## src/rtl/imm_gen_pipe_pkg.sv

```systemverilog
// Shared types for the immediate-generation stage: mode encoding and the
// widest datapath the decoder ever builds before trimming to XLEN.
package imm_gen_pipe_pkg;

    localparam int XLEN_MAX = 64;

    typedef enum logic [2:0] {
        IMM_MODE_NONE  = 3'd0,
        IMM_MODE_I     = 3'd1,
        IMM_MODE_S     = 3'd2,
        IMM_MODE_B     = 3'd3,
        IMM_MODE_U     = 3'd4,
        IMM_MODE_J     = 3'd5,
        IMM_MODE_SHAMT = 3'd6,
        IMM_MODE_ZCSR  = 3'd7
    } imm_mode_e;

endpackage

```

## src/rtl/imm_gen_pipe_decode.sv

```systemverilog
// Combinational immediate decoder: builds every immediate at 64 bits, then
// keeps the low XLEN bits so sign extension is correct for either width.
module imm_decode
    import imm_gen_pipe_pkg::*;
#(
    parameter int XLEN = 32
) (
    input  logic [31:0]     instr_i,
    input  imm_mode_e       mode_i,
    output logic [XLEN-1:0] imm_o,
    output logic            illegal_o
);

    logic [XLEN_MAX-1:0] immWide;

    always_comb begin
        immWide   = '0;
        illegal_o = 1'b0;
        case (mode_i)
            IMM_MODE_I:     immWide = {{52{instr_i[31]}}, instr_i[31:20]};
            IMM_MODE_S:     immWide = {{52{instr_i[31]}}, instr_i[31:25], instr_i[11:7]};
            IMM_MODE_B:     immWide = {{51{instr_i[31]}}, instr_i[31], instr_i[7],
                                       instr_i[30:25], instr_i[11:8], 1'b0};
            IMM_MODE_U:     immWide = {{32{instr_i[31]}}, instr_i[31:12], 12'b0};
            IMM_MODE_J:     immWide = {{43{instr_i[31]}}, instr_i[31], instr_i[19:12],
                                       instr_i[20], instr_i[30:21], 1'b0};
            // RV32 only has 5-bit shift amounts; bit 25 set is a reserved encoding.
            IMM_MODE_SHAMT: begin
                if (XLEN == 32) begin
                    immWide   = {59'b0, instr_i[24:20]};
                    illegal_o = instr_i[25];
                end else begin
                    immWide   = {58'b0, instr_i[25:20]};
                end
            end
            IMM_MODE_ZCSR:  immWide = {59'b0, instr_i[19:15]};
            default:        immWide = '0;
        endcase
    end

    assign imm_o = immWide[XLEN-1:0];

endmodule

```

## src/rtl/imm_gen_pipe.sv

```systemverilog
// Registered immediate/target generation stage with a 2-entry skid buffer,
// so in_ready comes straight from a flop and never sees out_ready.
module imm_gen_pipe
    import imm_gen_pipe_pkg::*;
#(
    parameter int XLEN = 32
) (
    input  logic            clk,
    input  logic            rstn,
    input  logic            flush,
    input  logic            in_valid,
    output logic            in_ready,
    input  logic [31:0]     in_instr,
    input  logic [2:0]      in_mode,
    input  logic [XLEN-1:0] in_pc,
    output logic            out_valid,
    input  logic            out_ready,
    output logic [XLEN-1:0] out_imm,
    output logic [XLEN-1:0] out_tgt,
    output logic [2:0]      out_mode,
    output logic            out_illegal
);

    typedef struct packed {
        logic [XLEN-1:0] imm;
        logic [XLEN-1:0] tgt;
        imm_mode_e       mode;
        logic            illegal;
    } beat_t;

    imm_mode_e       inMode;
    logic [XLEN-1:0] decImm;
    logic [XLEN-1:0] decTgt;
    logic            decIllegal;
    beat_t           newBeat;

    beat_t mainQ, mainD;
    beat_t skidQ, skidD;
    logic  mainValidQ, mainValidD;
    logic  skidValidQ, skidValidD;
    logic  inReadyQ;
    logic  accept;
    logic  pop;

    assign inMode = imm_mode_e'(in_mode);

    imm_decode #(
        .XLEN(XLEN)
    ) u_decode (
        .instr_i   (in_instr),
        .mode_i    (inMode),
        .imm_o     (decImm),
        .illegal_o (decIllegal)
    );

    assign decTgt  = in_pc + decImm;
    assign newBeat = '{imm: decImm, tgt: decTgt, mode: inMode, illegal: decIllegal};

    assign accept = in_valid && inReadyQ;
    assign pop    = mainValidQ && out_ready;

    // Accept only happens with skid empty, so a pop never collides with a skid write.
    always_comb begin
        mainD      = mainQ;
        skidD      = skidQ;
        mainValidD = mainValidQ;
        skidValidD = skidValidQ;
        if (flush) begin
            mainValidD = 1'b0;
            skidValidD = 1'b0;
        end else begin
            if (pop) begin
                if (skidValidQ) begin
                    mainD      = skidQ;
                    mainValidD = 1'b1;
                    skidValidD = 1'b0;
                end else begin
                    mainValidD = 1'b0;
                end
            end
            if (accept) begin
                if (!mainValidQ || pop) begin
                    mainD      = newBeat;
                    mainValidD = 1'b1;
                end else begin
                    skidD      = newBeat;
                    skidValidD = 1'b1;
                end
            end
        end
    end

    always_ff @(posedge clk or negedge rstn) begin
        if (!rstn) begin
            mainQ      <= '0;
            skidQ      <= '0;
            mainValidQ <= 1'b0;
            skidValidQ <= 1'b0;
            inReadyQ   <= 1'b1;
        end else begin
            mainQ      <= mainD;
            skidQ      <= skidD;
            mainValidQ <= mainValidD;
            skidValidQ <= skidValidD;
            inReadyQ   <= !skidValidD;
        end
    end

    assign in_ready    = inReadyQ;
    assign out_valid   = mainValidQ;
    assign out_imm     = mainQ.imm;
    assign out_tgt     = mainQ.tgt;
    assign out_mode    = mainQ.mode;
    assign out_illegal = mainQ.illegal;

endmodule

```

## config.mk

```make
export PLATFORM = sky130hd
export DESIGN_NAME = imm_gen_pipe
export DESIGN_NICKNAME = d
export VERILOG_FILES = /design/src/rtl/imm_gen_pipe_pkg.sv /design/src/rtl/imm_gen_pipe_decode.sv /design/src/rtl/imm_gen_pipe.sv
export SDC_FILE = /design/constraint.sdc
export NUM_CORES = 1
export LEC_CHECK = 0
export BUFFER_PORTS_ARGS = -buffer_cell sky130_fd_sc_hd__buf_2
export CORE_UTILIZATION = 56
export DETAILED_ROUTE_END_ITERATION = 6
export PLACE_DENSITY_LB_ADDON = 0.1
export SETUP_SLACK_MARGIN = 0.15
export SYNTH_ARGS = -nofsm -noshare
export SYNTH_HDL_FRONTEND = slang
export SYNTH_SLANG_ARGS = --single-unit
export TNS_END_PERCENT = 1
```

## constraint.sdc

```tcl
create_clock -name clk -period 2.3 [get_ports clk]
set_input_delay 0.46 -clock clk [delete_from_list [all_inputs] [get_ports clk]]
set_output_delay 0.46 -clock clk [all_outputs]
set_load 0.01 [all_outputs]
```

==> flow_metrics.env <==
export IMPL_cts_buffers=17
export IMPL_cp_top_family="compound AO/OA/AOI/OAI gates"
export IMPL_design_die_area_um2=14000
export IMPL_first_iter_violations=714
export IMPL_routed_via_count=7343
export IMPL_wire_per_inst_um=19.5
export IMPL_r2r_start="in_ready"
export IMPL_h_tree_depth=4
export IMPL_ys_flop_type="dfrtp_1"
export IMPL_synth_most_common_cell="dfrtp_1"
export IMPL_met2_usage=0.565
export IMPL_fp_dieW_um=119
export IMPL_violations="negative setup slack"
export IMPL_grt_use_total=0.352
export IMPL_status="finished with violations"
export IMPL_ant_nets=0
export IMPL_cts_tree="built"
export IMPL_worstSetupPathType="in2reg"
export IMPL_clockBufferDepth=2
export IMPL_arrival_ps=3370
export IMPL_antenna_found_initial=0
export IMPL_cp_start_kind="primary input"
export IMPL_setup_ws_ps=-773
export IMPL_hold_depth=2
export IMPL_ys_top_cells_by_area="dfrtp_1 45%, o21ai_0 7.0%, mux2_2 6.8%"
export IMPL_critical_path_max_fanout=16
export IMPL_clock_sinks=139
export IMPL_min_path_type="in2reg"
export IMPL_worst_path_most_repeated_cell="buf_4"
export IMPL_start_util=0.574
export IMPL_rrSetupSlack_ps=210
export IMPL_nNetsFinal=1150
export IMPL_slew_viol_final=0
export IMPL_synth_seq_cells=139
export IMPL_endpoint_kind="flop"
export IMPL_grt_max_degree=73
export IMPL_leakage_nw=5.16
export IMPL_yosysUniqueCellTypes=60
export IMPL_grt_first_pass_wirelength_mm=37.8
export IMPL_period_share=1.34
export IMPL_syn_inst=787
export IMPL_setup_viol=54
export IMPL_hold_start="out_ready"
export IMPL_coreArea_um2=13200
export IMPL_vdd_drop_max_mv=0.588
export IMPL_syn_area_per_cell_um2=9.66
export IMPL_ys_warn_count=0
export IMPL_required_ps=2600
export IMPL_min_period_ps=3070
export IMPL_whs_ps=390
export IMPL_n_fill_cell=914
export IMPL_dieHeight_um=119
export IMPL_skew_ps=5.42
export IMPL_drc=0
export IMPL_clock_fmax_mhz=325
export IMPL_routed_wirelength_mm=24.1
export IMPL_clock_tree_root_cell="clkbuf_16"
export IMPL_drive_above_1_share=0.387
export IMPL_path_cells="buf_4, buf_4, a31oi_1, o21ai_2, ha_2, inv_1, fa_2, nor2b_4, o31a_1, o41a_1, a31o_4, a21oi_4, o221ai_2, a311oi_2, xor2_1, a21oi_1"
export IMPL_ff2ff_path_depth=4
export IMPL_rsz0062_at_grt="yes"
export IMPL_gp_congestion=0.946
export IMPL_grtUsageMet3=0.0594
export IMPL_drv_cap=0
export IMPL_reg2reg_to="skidQ[17]"
export IMPL_power_density_nw_per_um2=849
export IMPL_dp_hpwl_mm=16.9
export IMPL_worstMarginPinSlew_ps=730
export IMPL_slew_headroom=0.513
export IMPL_startpoint="in_mode[1]"
export IMPL_row_count=42
export IMPL_async_flop_share=1.00
export IMPL_top_usage_layer="met2"
export IMPL_n_antenna_cell=0
export IMPL_syn_nets=891
export IMPL_clkTransAtPathRegs_ps=60
export IMPL_synth_edf_count=0
export IMPL_ioPinCount=142
export IMPL_synth_area_leader_cell="dfrtp_1"
export IMPL_viasPerCell=5.95
export IMPL_area_growth_pct=36.2
export IMPL_max_stage_delay_ps=390
export IMPL_clock_latency_ps=420
export IMPL_ys_seq_area_frac=0.458
export IMPL_pre_cts_slack_ps=-1290
export IMPL_overflow=0
export IMPL_io_buffers=134
export IMPL_grt_use_met1=0.482
export IMPL_synth_top_cell_area_share=0.454
export IMPL_min_to="in_ready"
export IMPL_path_buf_inv=3
export IMPL_hold_viol_final=0
export IMPL_grt_pass1_vias=7120
export IMPL_first_pass_iters=7
export IMPL_yosys_top_cells_count="138 x dfrtp_1, 111 x nand2_1, 107 x o21ai_0"
export IMPL_netlist_area_um2=7600
export IMPL_tns_ps=-27610
export IMPL_slowest_stage="o41a_1"
==> cell families (layout without fill, tap and decap cells) <==
| family | after synthesis | after routing | synth area share |
|---|---|---|---|
| buffers and inverters | 64 | 336 | 0.0382 |
| AND/OR/NAND/NOR | 196 | 196 | 0.114 |
| AO/OA/AOI/OAI | 280 | 280 | 0.234 |
| adder cells (fa/ha/maj) | 32 | 32 | 0.0537 |
| flip-flops | 139 | 139 | 0.458 |
| XOR/XNOR | 30 | 30 | 0.0346 |
| multiplexers | 46 | 46 | 0.0681 |
==> per-layer routing <==
| metal | part of all wire | vias to the layer above |
|---|---|---|
| met5 | 0 | - |
| met4 | 0.024 | 0 |
| met3 | 0.067 | 42 |
| met2 | 0.48 | 356 |
| met1 | 0.43 | 3581 |
| li1 | - | 3364 |
==> worst max-delay path by stage <==
stage | depth (start not counted) | end | slack, ps
after floorplan | 16 | out_tgt[30] | -890
after global placement | 17 | out_tgt[20] | -1220
after detailed placement | 13 | out_tgt[14] | -1290
after CTS | 16 | out_tgt[30] | -750
after global routing | 17 | out_tgt[20] | -930
final | 16 | out_tgt[30] | -770
==> power breakdown <==
| part | internal [W] | switching, W | total (W) |
|---|---|---|---|
| registers | 0.00307 | 0.000371 | 0.00345 |
| clock network | 0.00176 | 0.00104 | 0.00281 |
| logic | 0.00121 | 0.00132 | 0.00253 |
| total | 0.00605 | 0.00273 | 0.00879 |
==> layout make-up <==
| cell class | instances | area, um^2 | area share |
|---|---|---|---|
| Inverter | 14 | 52.6 | 0.00508 |
| Clock buffer | 22 | 464 | 0.0448 |
| Sequential cell | 139 | 3480 | 0.336 |
| Timing Repair Buffer | 290 | 1920 | 0.186 |
| Tap cell | 176 | 220 | 0.0213 |
| Clock inverter | 10 | 139 | 0.0134 |
| Multi-Input combinational cell | 584 | 4070 | 0.393 |
==> cells in the final DEF (no fill, tap or decap), drive strengths merged, types with 3 or more instances in the layout <==
master and count:
and2 8, nand2 111, clkinv 4, a22oi 47, dfrtp 138, a31oi 12
ha 31, o21bai 5, o22a 7, a211oi 3, clkbuf 22, nand4 6
mux2 46, nor2 34, buf 289, a21oi 42, nand3 9, nor3 6
bufinv 3, and3 6, inv 16, o32ai 6, o21ai 109, xnor2 18
xor2 12, a21o 30, nor2b 8
==> sequential cells by signal, indices dropped and copies added, names as in the netlist <==
name	flops
skidQ	68
skidValidQ	1
out_tgt	32
out_illegal	1
in_ready	1
out_valid	1
out_mode	3
out_imm	32
==> through the flow <==
stage          cell area, um^2  std cells  utilization  total power [W]
2_1_floorplan             7680        787            -          0.00471
3_3_place_gp              9570       1202        0.722          0.00571
3_5_place_dp              9570       1202        0.722          0.00584
4_1_cts                  10200       1235        0.774          0.00870
5_1_grt                  10400       1235        0.782          0.00918
6_report                 10400       1235        0.782          0.00879
==> timing repair <==
item,4_1_cts,5_1_grt
hold endpoints to repair,10,0
hold buffers,1,0
gates resized for setup,19,26
endpoints found under the setup margin,59,60
cloned,0,0
buffers inserted,0,0
pin swaps,6,5
No activity file was read; power rests on OpenSTA's default activity.
